**src/rtl/fetch_prefetch_buffer_pkg.sv**
```systemverilog
// Shared fetch-path constants: word size, widths and the default reset vector.
package fetch_prefetch_buffer_pkg;

    localparam int unsigned WORD_BYTES = 4;
    localparam int unsigned INSTR_W    = 32;
    localparam int unsigned ADDR_W     = 32;

    localparam logic [ADDR_W-1:0] RESET_PC_DEFAULT = 32'h0000_0000;

endpackage

```
**src/rtl/fetch_prefetch_buffer_fifo.sv**
```systemverilog
// Small instruction FIFO for the prefetch buffer. The head word is read
// combinationally so a hit can be served in the same cycle it is requested.
// Flush discards every stored word at once.
module prefetch_fifo
    import fetch_prefetch_buffer_pkg::*;
#(
    parameter int unsigned DEPTH = 4,
    parameter int unsigned DW    = INSTR_W
) (
    input  logic                   clk,
    input  logic                   reset,
    input  logic                   push,
    input  logic [DW-1:0]          push_data,
    input  logic                   pop,
    input  logic                   flush,
    output logic [$clog2(DEPTH):0] count,
    output logic [DW-1:0]          head_data
);

    localparam int unsigned PW = $clog2(DEPTH);

    logic [DW-1:0] mem_q [DEPTH];
    logic [PW-1:0] wr_ptr_q, wr_ptr_d;
    logic [PW-1:0] rd_ptr_q, rd_ptr_d;
    logic [PW:0]   count_q, count_d;
    logic          wr_en;

    // Pointer and occupancy update; flush wins over push/pop.
    always_comb begin
        wr_en    = push && !flush;
        wr_ptr_d = wr_ptr_q;
        rd_ptr_d = rd_ptr_q;
        count_d  = count_q;
        if (flush) begin
            wr_ptr_d = '0;
            rd_ptr_d = '0;
            count_d  = '0;
        end else begin
            if (push) begin
                wr_ptr_d = wr_ptr_q + PW'(1);
            end
            if (pop) begin
                rd_ptr_d = rd_ptr_q + PW'(1);
            end
            count_d = count_q + (PW+1)'(push) - (PW+1)'(pop);
        end
    end

    // Control state; cleared immediately by reset.
    always_ff @(posedge clk or posedge reset) begin
        if (reset) begin
            wr_ptr_q <= '0;
            rd_ptr_q <= '0;
            count_q  <= '0;
        end else begin
            wr_ptr_q <= wr_ptr_d;
            rd_ptr_q <= rd_ptr_d;
            count_q  <= count_d;
        end
    end

    // Data storage; contents are meaningless while count is zero, so no reset.
    always_ff @(posedge clk) begin
        if (wr_en) begin
            mem_q[wr_ptr_q] <= push_data;
        end
    end

    assign count     = count_q;
    assign head_data = mem_q[rd_ptr_q];

endmodule

```
**src/rtl/fetch_prefetch_buffer.sv**
```systemverilog
// Instruction prefetch buffer. Streams sequential words from program memory
// into a small FIFO ahead of the CPU and serves the CPU when its address
// matches the oldest buffered word. Any non-sequential request flushes the
// FIFO, kills the outstanding read and restarts fetching at the new target.
//
// The read decision is made one cycle early and held in rd_pend_q together
// with the registered mem_addr; the strobe is then withheld in a flush cycle,
// so the bus never carries a read that would only be thrown away.
module fetch_prefetch_buffer
    import fetch_prefetch_buffer_pkg::*;
#(
    parameter int unsigned    DEPTH    = 4,
    parameter int unsigned    AW       = ADDR_W,
    parameter int unsigned    DW       = INSTR_W,
    parameter logic [AW-1:0]  RESET_PC = AW'(RESET_PC_DEFAULT)
) (
    input  logic          clk,
    input  logic          reset,
    input  logic          cpu_req,
    input  logic [AW-1:0] cpu_addr,
    output logic [DW-1:0] cpu_instr,
    output logic          cpu_valid,
    output logic          mem_rd,
    output logic [AW-1:0] mem_addr,
    input  logic [DW-1:0] mem_rdata
);

    localparam int unsigned   CW         = $clog2(DEPTH) + 1;
    localparam logic [AW-1:0] STEP       = AW'(WORD_BYTES);
    localparam logic [AW-1:0] ALIGN_MASK = ~AW'(WORD_BYTES - 1);
    localparam logic [CW:0]   DEPTH_W    = (CW+1)'(DEPTH);

    logic [AW-1:0] fetch_pc_q, fetch_pc_d;
    logic [AW-1:0] head_pc_q,  head_pc_d;
    logic [AW-1:0] mem_addr_q, mem_addr_d;
    logic          rd_pend_q,  rd_pend_d;
    logic          resp_q,     resp_d;

    logic [AW-1:0] req_addr;
    logic [AW-1:0] fetch_base;
    logic          addr_match;
    logic          hit;
    logic          flush;
    logic          push;
    logic          pop;
    logic [CW-1:0] fifo_count;
    logic [CW-1:0] count_next;
    logic [CW:0]   occ_next;
    logic [DW-1:0] fifo_head;

    prefetch_fifo #(
        .DEPTH (DEPTH),
        .DW    (DW)
    ) u_fifo (
        .clk       (clk),
        .reset     (reset),
        .push      (push),
        .push_data (mem_rdata),
        .pop       (pop),
        .flush     (flush),
        .count     (fifo_count),
        .head_data (fifo_head)
    );

    // Hit/miss decode, capture, and next-cycle read decision.
    always_comb begin
        req_addr   = cpu_addr & ALIGN_MASK;
        addr_match = (req_addr == head_pc_q);
        flush      = cpu_req && !addr_match;
        hit        = cpu_req && addr_match && (fifo_count != '0);
        pop        = hit;
        // A response arriving in a flush cycle belongs to the old stream.
        push       = resp_q && !flush;
        mem_rd     = rd_pend_q && !flush;
        resp_d     = mem_rd;

        cpu_valid  = hit;
        cpu_instr  = hit ? fifo_head : '0;

        // Occupancy as it will stand after this edge, counting the word
        // still on its way back; only issue if a slot remains for it.
        count_next = flush ? '0 : (fifo_count + CW'(push) - CW'(pop));
        occ_next   = {1'b0, count_next} + (CW+1)'(resp_d);
        rd_pend_d  = (occ_next < DEPTH_W);

        fetch_base = flush ? req_addr : fetch_pc_q;
        mem_addr_d = rd_pend_d ? fetch_base : mem_addr_q;
        fetch_pc_d = rd_pend_d ? (fetch_base + STEP) : fetch_base;

        head_pc_d  = head_pc_q;
        if (flush) begin
            head_pc_d = req_addr;
        end else if (pop) begin
            head_pc_d = head_pc_q + STEP;
        end
    end

    // Fetch/head pointers and the read pipeline; reset restarts at RESET_PC.
    always_ff @(posedge clk or posedge reset) begin
        if (reset) begin
            fetch_pc_q <= RESET_PC;
            head_pc_q  <= RESET_PC;
            mem_addr_q <= RESET_PC;
            rd_pend_q  <= 1'b0;
            resp_q     <= 1'b0;
        end else begin
            fetch_pc_q <= fetch_pc_d;
            head_pc_q  <= head_pc_d;
            mem_addr_q <= mem_addr_d;
            rd_pend_q  <= rd_pend_d;
            resp_q     <= resp_d;
        end
    end

    assign mem_addr = mem_addr_q;

endmodule

```
**config.mk**
```make
export PLATFORM = sky130hd
export DESIGN_NAME = fetch_prefetch_buffer
export DESIGN_NICKNAME = d
export VERILOG_FILES = /design/src/rtl/fetch_prefetch_buffer_pkg.sv /design/src/rtl/fetch_prefetch_buffer_fifo.sv /design/src/rtl/fetch_prefetch_buffer.sv
export SDC_FILE = /design/constraint.sdc
export NUM_CORES = 1
export LEC_CHECK = 0
export BUFFER_PORTS_ARGS = -buffer_cell sky130_fd_sc_hd__buf_2
export CAP_MARGIN = 20
export CELL_PAD_IN_SITES_DETAIL_PLACEMENT = 0
export CELL_PAD_IN_SITES_GLOBAL_PLACEMENT = 1
export CORE_MARGIN = 2
export CORE_UTILIZATION = 43
export CTS_CLUSTER_SIZE = 16
export DETAILED_ROUTE_END_ITERATION = 8
export PLACE_DENSITY_LB_ADDON = 0.3
export SLEW_MARGIN = 20
export SYNTH_ARGS = -nofsm -noshare
export SYNTH_HDL_FRONTEND = slang
export SYNTH_HIERARCHICAL = 1
export SYNTH_SLANG_ARGS = --single-unit
```
**constraint.sdc**
```tcl
create_clock -name clk -period 5.1 [get_ports clk]
set_clock_uncertainty 0.05 [all_clocks]
set_input_delay 0.51 -clock clk [delete_from_list [all_inputs] [get_ports clk]]
set_output_delay 0.51 -clock clk [all_outputs]
set_load 0.01 [all_outputs]
```
==> out/metrics.yaml <==
run_status:
  status: "completed"
global_route:
  grt_use_total_pct: 20.4
  grt_pass1_vias: 7774
  grt_max_degree: 82
  grt-ovfl-total: 0
  antenna_found_initial: 2
  grt_pass1_wl_um: 43100
logic_synthesis:
  synth_top_cell_by_area: "edfxtp_1"
  synth.most_common_cell: "edfxtp_1"
  ys_seq_elements: 231
  syn_avg_cell_area_um2: 12.3
  yosysSeqAreaShare_pct: 57.4
  netlist_top_cells_count: "edfxtp_1, dfrtp_1, nand2_1, o21ai_0"
  synth_ff_type: "edfxtp_1"
  ys_async_sr_fraction_pct: 44.6
  synth-edff-count: 128
  yosysUniqueCellTypes: 61
  netlist_area_um2: 11200
  ys.warnings.count: 6
  synth.area.top_cells: "edfxtp_1, dfrtp_1, mux4_2, xnor2_1, nand2_1"
  syn-num-nets: 988
  synth.top_cell.area_share_pct: 34.4
  postSynthCellCount: 909
sta:
  finalHoldViolCount: 0
  max_slew_margin_pct: 37.1
  fin_crit_ps: 4470
  final_max_slew_viol_count: 0
  setup_viol: 0
  max_freq_mhz: 223
  period_share_pct: 87.7
  rsz0062_at_grt: "no"
  worstMarginPinSlew_ps: 944
  holdWs_ps: 150
  finalSetupTns_ps: 0
setup_path:
  arrival_ps: 4860
  rr_endpoint: "fetch_pc_q[28]"
  r2r_cells: 15
  crit_fanout: 14
  worst-setup-path-type: "reg -> reg"
  r2r-start: "head_pc_q[20]"
  startpoint_type: "flop"
  cp-end-kind: "flop"
  cp.required_ps: 5490
  r2r_setup_slack_ps: 630
cts:
  cts_resized: 0
  cts_buffers: 27
  root_buffer: "clkbuf_16"
  cts_tree: "done"
  clkLatencyLatePin_ps: 530
  cts_sinks: 231
  clock_path_buffers: 3
  htree_levels: 1
  clkTransAtPathRegs_ps: 60
detailed_routing:
  drtIter0Drc: 629
  vias: 7737
  drc: 0
  drtPass1Iterations: 5
  antenna_left: 0
  avgViaCountPerCell: 5.53
  wirelength_um: 27500
  wl_per_cell_um: 19.6
run:
  cap_violations: 0
floorplanning:
  row_count: 59
  io_pins: 133
  die_area_um2: 27300
  die_x_um: 165
  dieHeight_um: 165
  core_um2: 25800
  start_util_pct: 43.4
pwr:
  p_leak_nw: 5.01
  power_density_nw_per_um2: 350
  vdd_drop_max_mv: 0.339
layout:
  drive_above_1_share_pct: 21.9
  nets: 1122
  fillers: 2310
  syn2layout_area_growth_pct: 16.6
placement:
  dp_hpwl_um: 18500
  portBuffers: 130
  place_congestion: 0.835
hold_path:
  hp-start: "mem_rdata[2]"
  min_to: "u_fifo/mem_q[3][2]"
  hp-class: "in -> reg"
  hold-path-cell-count: 1
[cell type report]
cell class                      count  area, um^2  area share, %
Multi-Input combinational cell    608        4420           34.0
Clock buffer                       32         694           5.33
Inverter                           25        96.3          0.739
Antenna cell                        1        2.50         0.0192
Sequential cell                   231        6420           49.3
Tap cell                          335         419           3.22
Clock inverter                     16         169           1.30
Timing Repair Buffer              150         803           6.16
[state kept, by name (all words and copies together) (netlist names)]
name,flops
rd_pend_q,1
u_fifo/rd_ptr_q,2
head_pc_q,30
fetch_pc_q,32
u_fifo/count,3
u_fifo/mem_q,128
u_fifo/wr_ptr_q,2
mem_addr,32
resp_q,1
[metrics by stage]
| stage | instances | instance area (um^2) | total power, W | utilization (%) | setup slack, ps |
|---|---|---|---|---|---|
| 5_1_grt | 1397 | 13000 | 0.00476 | 50.6 | 344 |
| 3_5_place_dp | 1348 | 12200 | 0.00271 | 47.2 | 375 |
| 2_1_floorplan | 909 | 11200 | 0.00252 | - | 48.9 |
| 4_1_cts | 1397 | 13000 | 0.00462 | 50.6 | 592 |
| 6_report | 1398 | 13000 | 0.00457 | 50.6 | 626 |
| 3_3_place_gp | 1348 | 12200 | 0.00271 | 47.2 | 406 |
[worst max-delay path, cell delays in order, from the launching register on]
cell,delay (ps)
dfrtp_1,430
xnor2_1,240
nand4_1,170
nor4_2,340
buf_4,270
a21o_2,230
and2_1,170
ha_1,160
fa_1,410
nand3_1,130
and2_1,170
nand2_2,90
or4_4,600
o41a_1,440
or3_1,330
a31oi_1,160
[power by group]
group | internal [W] | total (W) | switching (W)
combinational | 0.000203 | 0.000494 | 0.000291
sequential | 0.00209 | 0.00218 | 0.0000963
clock | 0.00112 | 0.00189 | 0.000765
total | 0.00341 | 0.00457 | 0.00115
[how the worst max path moves through the flow]
stage,endpoint,depth (start not counted),start,slack (ps)
CTS,fetch_pc_q[28],15,head_pc_q[20],590
global placement,fetch_pc_q[31],16,cpu_addr[20],410
detailed placement,fetch_pc_q[28],16,cpu_addr[20],380
floorplan,fetch_pc_q[28],19,cpu_addr[12],50
finish,fetch_pc_q[28],15,head_pc_q[20],630
global route,fetch_pc_q[28],15,head_pc_q[20],340
[cell usage in the layout, fill, tap and decap left out, types with 5 or more instances in the layout]
master     Yosys  layout
buf_2          7     130
edfxtp_1     128     128
dfrtp_1      103     102
nand2_1       96      95
o21ai_0       54      54
xnor2_1       49      49
nor2_1        49      49
nand3_1       45      45
and2_1        45      45
mux2i_1       34      34
clkbuf_16      0      27
mux4_2        27      27
a21oi_1       25      25
xor2_1        24      24
inv_1         25      23
nand4_1       22      22
buf_4          0      19
and3_1        18      18
o311ai_0      17      17
ha_1          10      10
nor4_1         9       9
a21boi_0       8       8
nor3_1         7       7
and4_1         6       6
a31oi_1        5       5
o211ai_1       5       5
clkbuf_1      29       5
mux4_1         5       5
[layer usage]
| layer | wire (um) | share of wire, % | up-vias | GRT usage, % |
|---|---|---|---|---|
| met2 | 12700 | 46 | 245 | 32.5 |
| met1 | 11600 | 42 | 3802 | 27.2 |
| met5 | 7 | 0.025 | - | 0 |
| li1 | - | - | 3636 | - |
| met3 | 2180 | 7.9 | 52 | 5.29 |
| met4 | 903 | 3.3 | 2 | 7.00 |
[what timing repair did]
item,4_1_cts,5_1_grt
hold buffers,1,0
endpoints found under the hold margin,7,0
setup buffers,0,0
[kinds of logic (layout without fill, tap and decap cells)]
kind of cell / after synthesis / in the layout / synth area share [%]
AO/OA/AOI/OAI: 135 / 135 / 7.70
XOR/XNOR: 75 / 75 / 6.15
adder cells (fa/ha/maj): 12 / 12 / 1.48
buffers and inverters: 70 / 223 / 3.00
flip-flops: 231 / 231 / 57.4
multiplexers: 69 / 69 / 9.96
other: 0 / 1 / 0
AND/OR/NAND/NOR: 317 / 317 / 14.3
(Power assumes the default switching activity.)
